### src/rtl/rc4_encrypter.sv
// RC4 encrypter: S-box init, key schedule and keystream generation on a shared
// 256x8 S-box RAM, XORing the keystream with a plaintext ROM into a ciphertext RAM.
module rc4_encrypter #(
  parameter int MSG_LEN = 32
) (
  input  logic        clk,
  input  logic        reset,
  input  logic        start,
  input  logic [23:0] secret_key,
  input  logic [7:0]  ram_q,
  output logic [7:0]  ram_address,
  output logic [7:0]  ram_data,
  output logic        ram_wren,
  input  logic [7:0]  pt_q,
  output logic [5:0]  pt_addr,
  output logic [5:0]  ct_addr,
  output logic [7:0]  ct_data,
  output logic        ct_wren,
  output logic        busy,
  output logic        done
);

  localparam logic [5:0] LAST = 6'(MSG_LEN - 1);

  typedef enum logic [4:0] {
    IDLE, INIT,
    K_RD_I, K_W1, K_CAP_I, K_J, K_RD_J, K_W2, K_CAP_J, K_SW1, K_SW2,
    P_INC, P_RD_I, P_W1, P_CAP_I, P_J, P_RD_J, P_W2, P_CAP_J, P_SW1, P_SW2,
    P_F, P_W3, P_CAP, P_OUT,
    DONE
  } state_t;

  state_t     state, state_next;
  logic [7:0] i, j, si, sj, f, p;
  logic [7:0] i_next, j_next, si_next, sj_next, f_next, p_next;
  logic [5:0] k, k_next;
  logic [1:0] kidx, kidx_next;
  logic [7:0] address_next, data_next, ct_data_next;
  logic [5:0] pt_addr_next, ct_addr_next;
  logic       wren_next, ct_wren_next;
  logic [7:0] key_byte;

  always_comb begin
    case (kidx)
      2'd0:    key_byte = secret_key[23:16];
      2'd1:    key_byte = secret_key[15:8];
      default: key_byte = secret_key[7:0];
    endcase
  end

  always_ff @(posedge clk) begin
    if (reset) begin
      state       <= IDLE;
      i           <= '0;
      j           <= '0;
      k           <= '0;
      kidx        <= '0;
      si          <= '0;
      sj          <= '0;
      f           <= '0;
      p           <= '0;
      ram_address <= '0;
      ram_data    <= '0;
      ram_wren    <= 1'b0;
      pt_addr     <= '0;
      ct_addr     <= '0;
      ct_data     <= '0;
      ct_wren     <= 1'b0;
    end else begin
      state       <= state_next;
      i           <= i_next;
      j           <= j_next;
      k           <= k_next;
      kidx        <= kidx_next;
      si          <= si_next;
      sj          <= sj_next;
      f           <= f_next;
      p           <= p_next;
      ram_address <= address_next;
      ram_data    <= data_next;
      ram_wren    <= wren_next;
      pt_addr     <= pt_addr_next;
      ct_addr     <= ct_addr_next;
      ct_data     <= ct_data_next;
      ct_wren     <= ct_wren_next;
    end
  end

  always_comb begin
    state_next   = state;
    i_next       = i;
    j_next       = j;
    k_next       = k;
    kidx_next    = kidx;
    si_next      = si;
    sj_next      = sj;
    f_next       = f;
    p_next       = p;
    address_next = ram_address;
    data_next    = ram_data;
    wren_next    = 1'b0;
    pt_addr_next = pt_addr;
    ct_addr_next = ct_addr;
    ct_data_next = ct_data;
    ct_wren_next = 1'b0;
    case (state)
      IDLE, DONE: begin
        if (start) begin
          i_next     = '0;
          j_next     = '0;
          k_next     = '0;
          kidx_next  = '0;
          state_next = INIT;
        end
      end
      INIT: begin
        address_next = i;
        data_next    = i;
        wren_next    = 1'b1;
        i_next       = i + 8'd1;
        if (i == 8'hFF) state_next = K_RD_I;
      end
      // Key schedule: every read waits two cycles for the registered address
      K_RD_I:  begin address_next = i; state_next = K_W1; end
      K_W1:    state_next = K_CAP_I;
      K_CAP_I: begin si_next = ram_q; state_next = K_J; end
      K_J:     begin j_next = j + si + key_byte; state_next = K_RD_J; end
      K_RD_J:  begin address_next = j; state_next = K_W2; end
      K_W2:    state_next = K_CAP_J;
      K_CAP_J: begin sj_next = ram_q; state_next = K_SW1; end
      K_SW1: begin
        address_next = j;
        data_next    = si;
        wren_next    = 1'b1;
        state_next   = K_SW2;
      end
      K_SW2: begin
        address_next = i;
        data_next    = sj;
        wren_next    = 1'b1;
        i_next       = i + 8'd1;
        kidx_next    = (kidx == 2'd2) ? 2'd0 : kidx + 2'd1;
        state_next   = K_RD_I;
        if (i == 8'hFF) begin
          i_next     = '0;
          j_next     = '0;
          kidx_next  = '0;
          state_next = P_INC;
        end
      end
      P_INC:   begin i_next = i + 8'd1; state_next = P_RD_I; end
      P_RD_I:  begin address_next = i; state_next = P_W1; end
      P_W1:    state_next = P_CAP_I;
      P_CAP_I: begin si_next = ram_q; state_next = P_J; end
      P_J:     begin j_next = j + si; state_next = P_RD_J; end
      P_RD_J:  begin address_next = j; state_next = P_W2; end
      P_W2:    state_next = P_CAP_J;
      P_CAP_J: begin sj_next = ram_q; state_next = P_SW1; end
      P_SW1: begin
        address_next = j;
        data_next    = si;
        wren_next    = 1'b1;
        state_next   = P_SW2;
      end
      P_SW2: begin
        address_next = i;
        data_next    = sj;
        wren_next    = 1'b1;
        state_next   = P_F;
      end
      // Keystream byte and plaintext byte are fetched in parallel
      P_F: begin
        address_next = si + sj;
        pt_addr_next = k;
        state_next   = P_W3;
      end
      P_W3:  state_next = P_CAP;
      P_CAP: begin f_next = ram_q; p_next = pt_q; state_next = P_OUT; end
      P_OUT: begin
        ct_addr_next = k;
        ct_data_next = f ^ p;
        ct_wren_next = 1'b1;
        if (k == LAST) begin
          state_next = DONE;
        end else begin
          k_next     = k + 6'd1;
          state_next = P_INC;
        end
      end
      default: state_next = IDLE;
    endcase
  end

  assign busy = (state != IDLE) && (state != DONE);
  assign done = (state == DONE);

endmodule
### config.mk
export PLATFORM = sky130hd
export DESIGN_NAME = rc4_encrypter
export DESIGN_NICKNAME = d
export VERILOG_FILES = /design/src/rtl/rc4_encrypter.sv
export SDC_FILE = /design/constraint.sdc
export NUM_CORES = 1
export LEC_CHECK = 0
export ABC_AREA = 1
export BUFFER_PORTS_ARGS = -buffer_cell sky130_fd_sc_hd__clkbuf_2
export CELL_PAD_IN_SITES_DETAIL_PLACEMENT = 1
export CELL_PAD_IN_SITES_GLOBAL_PLACEMENT = 1
export CORE_ASPECT_RATIO = 0.8
export CORE_MARGIN = 1
export CORE_UTILIZATION = 35
export CTS_CLUSTER_SIZE = 30
export DETAILED_ROUTE_END_ITERATION = 10
export MAX_ROUTING_LAYER = met4
export PLACE_DENSITY = 0.71
export SLEW_MARGIN = 20
export SYNTH_ARGS = -nofsm -noshare
export SYNTH_HDL_FRONTEND = slang
export SYNTH_SLANG_ARGS = --single-unit
### constraint.sdc
create_clock -name clk -period 4.63 [get_ports clk]
set_input_delay 0.463 -clock clk [delete_from_list [all_inputs] [get_ports clk]]
set_output_delay 0.463 -clock clk [all_outputs]
set_load 0.1 [all_outputs]
==> results by group <==
Synthesis
  • Post-synthesis cell area: 0.005577 mm²
  • Count of cell types in the netlist: 45
  • Synth Warn #: 0
  • Register area share after synthesis: 35.54%
  • Mapped Cells: 805
  • Synth top area share: 35.54%
  • Area contributors post-synth: dfxtp_1 (36%), nand2_1 (10%), a21oi_1 (8.8%), inv_1 (5.6%), nand3_1 (5.5%)
  • Syn Nets: just under 900
  • Seq cells post-synth: just under 100
  • Mapped Avg Cell Area: 6.927 µm²
  • Largest area contributor in the netlist: dfxtp_1

Clocking
  • Clk slew on worst S/H paths: about 80 ps
  • Worst skew pair latency: ~360 ps
  • Clk root buf: clkbuf_16
  • H-tree Lvls: 3
  • Clk sinks: between 90 and 100
  • Post-CTS setup buffers: 0
  • Cts-stage hold buffer count: 0
  • Clk buf depth: 2
  • Post-CTS sizing: 0
  • CTS Buf Count: 9
  • CTS tree: yes

Setup path
  • Critical path class: register to register
  • WP data required: slightly below 5000 ps
  • Setup crit end kind: register
  • Worst setup SP type: register
  • Crit path DAT: 3090 ps
  • Crit Path Max Fanout: 5

GRT
  • First-pass GRT wire length: 29560 µm
  • Largest net degree at the start of global routing: 44
  • Initial antenna violation count: 0
  • All-Layer GR Usage: 24.02%
  • Overflow after GRT: 0
  • Number of global-route vias before repair: 5603

Floorplanning
  • Die ar.: between 0.015 and 0.02 mm²
  • Top Ports: 83
  • Die extent in y: about 110 µm
  • Core area: approximately 0.015 mm²
  • Row count: 40
  • Initial Util: 36.53%
  • Width of the die: ~140 µm

Power and ir drop
  • Overall power: 0.003048 W
  • Clk network pwr share: between 20% and 30%
  • VDD IR max: 0.2360 mV
  • Pleak: 2.932 nW
  • P_int: 0.001621 W
  • Flop pwr share: 33.6%
  • PD cells: 471.5 mW/mm²
  • P_sw: 0.001427 W
  • Comb power frac: 40.4%
  • Switching Fraction: 46.80%

Placed design
  • GP Congestion: 0.9308
  • Worst slack at placement: 1899 ps
  • PortBufs: 82
  • Hpwl dp: 13990 µm

Detailed routing
  • DR iter-0 viols: 260
  • DRT antenna net count: 0
  • Drc violations: 0
  • Via count: between 5000 and 6000
  • Drt total wl: 18060 µm
  • Via/cell ratio: between 5 and 6
  • First-pass DRT Iterations: 4
  • Drt wl/cell: 16.51 µm

Timing
  • Slew margin rel.: 40.48%
  • Clk_skew: around 9.6 ps
  • Fin. Hold Viols: 0
  • Period utilization: 60.37%
  • RSZ-0062 raised after global routing: no
  • Post-Route Setup TNS: 0 ps
  • Max frequency: 0.3578 GHz
  • Fin worst setup slack: 1835 ps
  • Final Setup Violations: 0
  • Crit path time final: 2795 ps
  • Worst Tran Pin Value: just under 900 ps
  • Max Slew Vio Count: 0

Layout
  • N_diodes: 0
  • Final net count: 948
  • Synth-to-layout area growth: 15.91%
  • Share of cells above drive strength 1: 15.95%

Worst hold path
  • HP Class: input port to register

Flow run
  • Max Cap Violations: 0

Status
  • Outcome: completed
## state kept, by name, indices dropped and copies added, names as in the netlist
signal / cells
ct_data: 8
f: 8
i: 8
j: 8
p: 8
ram_address: 8
ram_data: 8
si: 8
sj: 8
ct_addr: 6
k: 6
pt_addr: 6
state: 5
kidx: 2
ct_wren: 1
ram_wren: 1
## final timing paths
kind / from / to / slack, ps / cells after the start
worst max-delay path: si[0] / j[7] / 1830 / 16
worst min-delay path: pt_q[0] / p[0] / 360 / 3
worst max register to register: si[0] / j[7] / 1830 / 16
worst min register to register: sj[3] / sj[3] / 480 / 2
## power groups by stage
stage	logic, W	clock network (W)	registers [W]
after floorplan	0.000539	0	0.00148
after global placement	0.00121	0	0.00104
after detailed placement	0.00123	0	0.00104
after CTS	0.00123	0.000805	0.00102
after global routing	0.00133	0.000839	0.00103
final	0.00123	0.000793	0.00102
## stage by stage
| stage | hold slack (ps) | utilization, % | instance area (µm²) | cells |
|---|---|---|---|---|
| 3_5_place_dp | 471.3 | 40.39 | 6165 | 1078 |
| 6_report | 359.3 | 42.34 | 6464 | 1094 |
| 3_3_place_gp | 459.8 | 40.39 | 6165 | 1078 |
| 2_1_floorplan | 442.7 | - | 5577 | 805 |
| 4_1_cts | 356.1 | 42.34 | 6464 | 1094 |
| 5_1_grt | 359.0 | 42.34 | 6464 | 1094 |
## cell type report
class | instances | area, µm²
clock inverter | 7 | 73.82
inverter | 93 | 349.1
sequential | 99 | 1982
clock buffer | 9 | 225.2
timing repair buffer | 85 | 432.9
multi-input combinational | 591 | 3138
tap | 210 | 262.8
fill | 2027 | 8801
## metal layers
| metal | global-route usage, % | up-vias | part of all wire [%] |
|---|---|---|---|
| met2 | 36.16 | 118 | 43 |
| met5 | - | - | 0 |
| li1 | - | 2812 | - |
| met3 | 4.207 | 15 | 5.0 |
| met1 | 33.11 | 2677 | 51 |
| met4 | 5.878 | 0 | 1.1 |
## kinds of logic after synthesis
logic type	Yosys count	synth area share [%]
simple gates	342	27.35
fa+ha+maj	26	6.237
compound gates	204	19.70
buf+inv	115	8.189
flops	99	35.54
xor+xnor	19	2.984
## worst max-delay path, cell delays in order, from the launching register on
cell	delay, ps
dfxtp_1	390
ha_1	210
inv_1	60
fa_1	400
inv_1	90
nand4_1	100
o211ai_1	120
xor2_1	130
ha_1	380
nand2_1	70
nor3_1	180
nand2_1	100
nand3_1	140
inv_1	50
nand3_1	80
nand3_1	80
a21oi_1	130
## cells in the final DEF, fill, tap and decap left out, drive strengths merged, types with 2 or more instances in the layout
cell type  synthesis  layout
nor3               7       7
nor2              91      91
ha                23      23
a21oi             99      99
or2                4       4
clkbuf            13      91
o21ai             79      79
nand4             10      10
inv               93      96
a22oi              2       2
buf                9       3
fa                 3       3
a211oi             2       2
o211ai             4       4
nand2            165     165
clkinv             0       2
xnor2             12      12
nand3             61      61
dfxtp             99      99
o22ai              9       9
xor2               7       7
o21bai             3       3
## synth_stat cells, drive strengths merged
library cell,number
a22o,1
nand3,61
inv,93
o21ai,79
buf,9
and3,1
nand4,10
nor3,7
nor3b,1
clkbuf,13
a31oi,1
and2,1
xnor2,12
o21bai,3
o21a,1
nand2,165
a211oi,2
fa,3
nor2,91
a22oi,2
a21oi,99
nand3b,1
ha,23
o2111ai,1
dfxtp,99
or2,4
xor2,7
o22ai,9
o211ai,4
a32oi,1
a21boi,1
(Power assumes the default switching activity.)
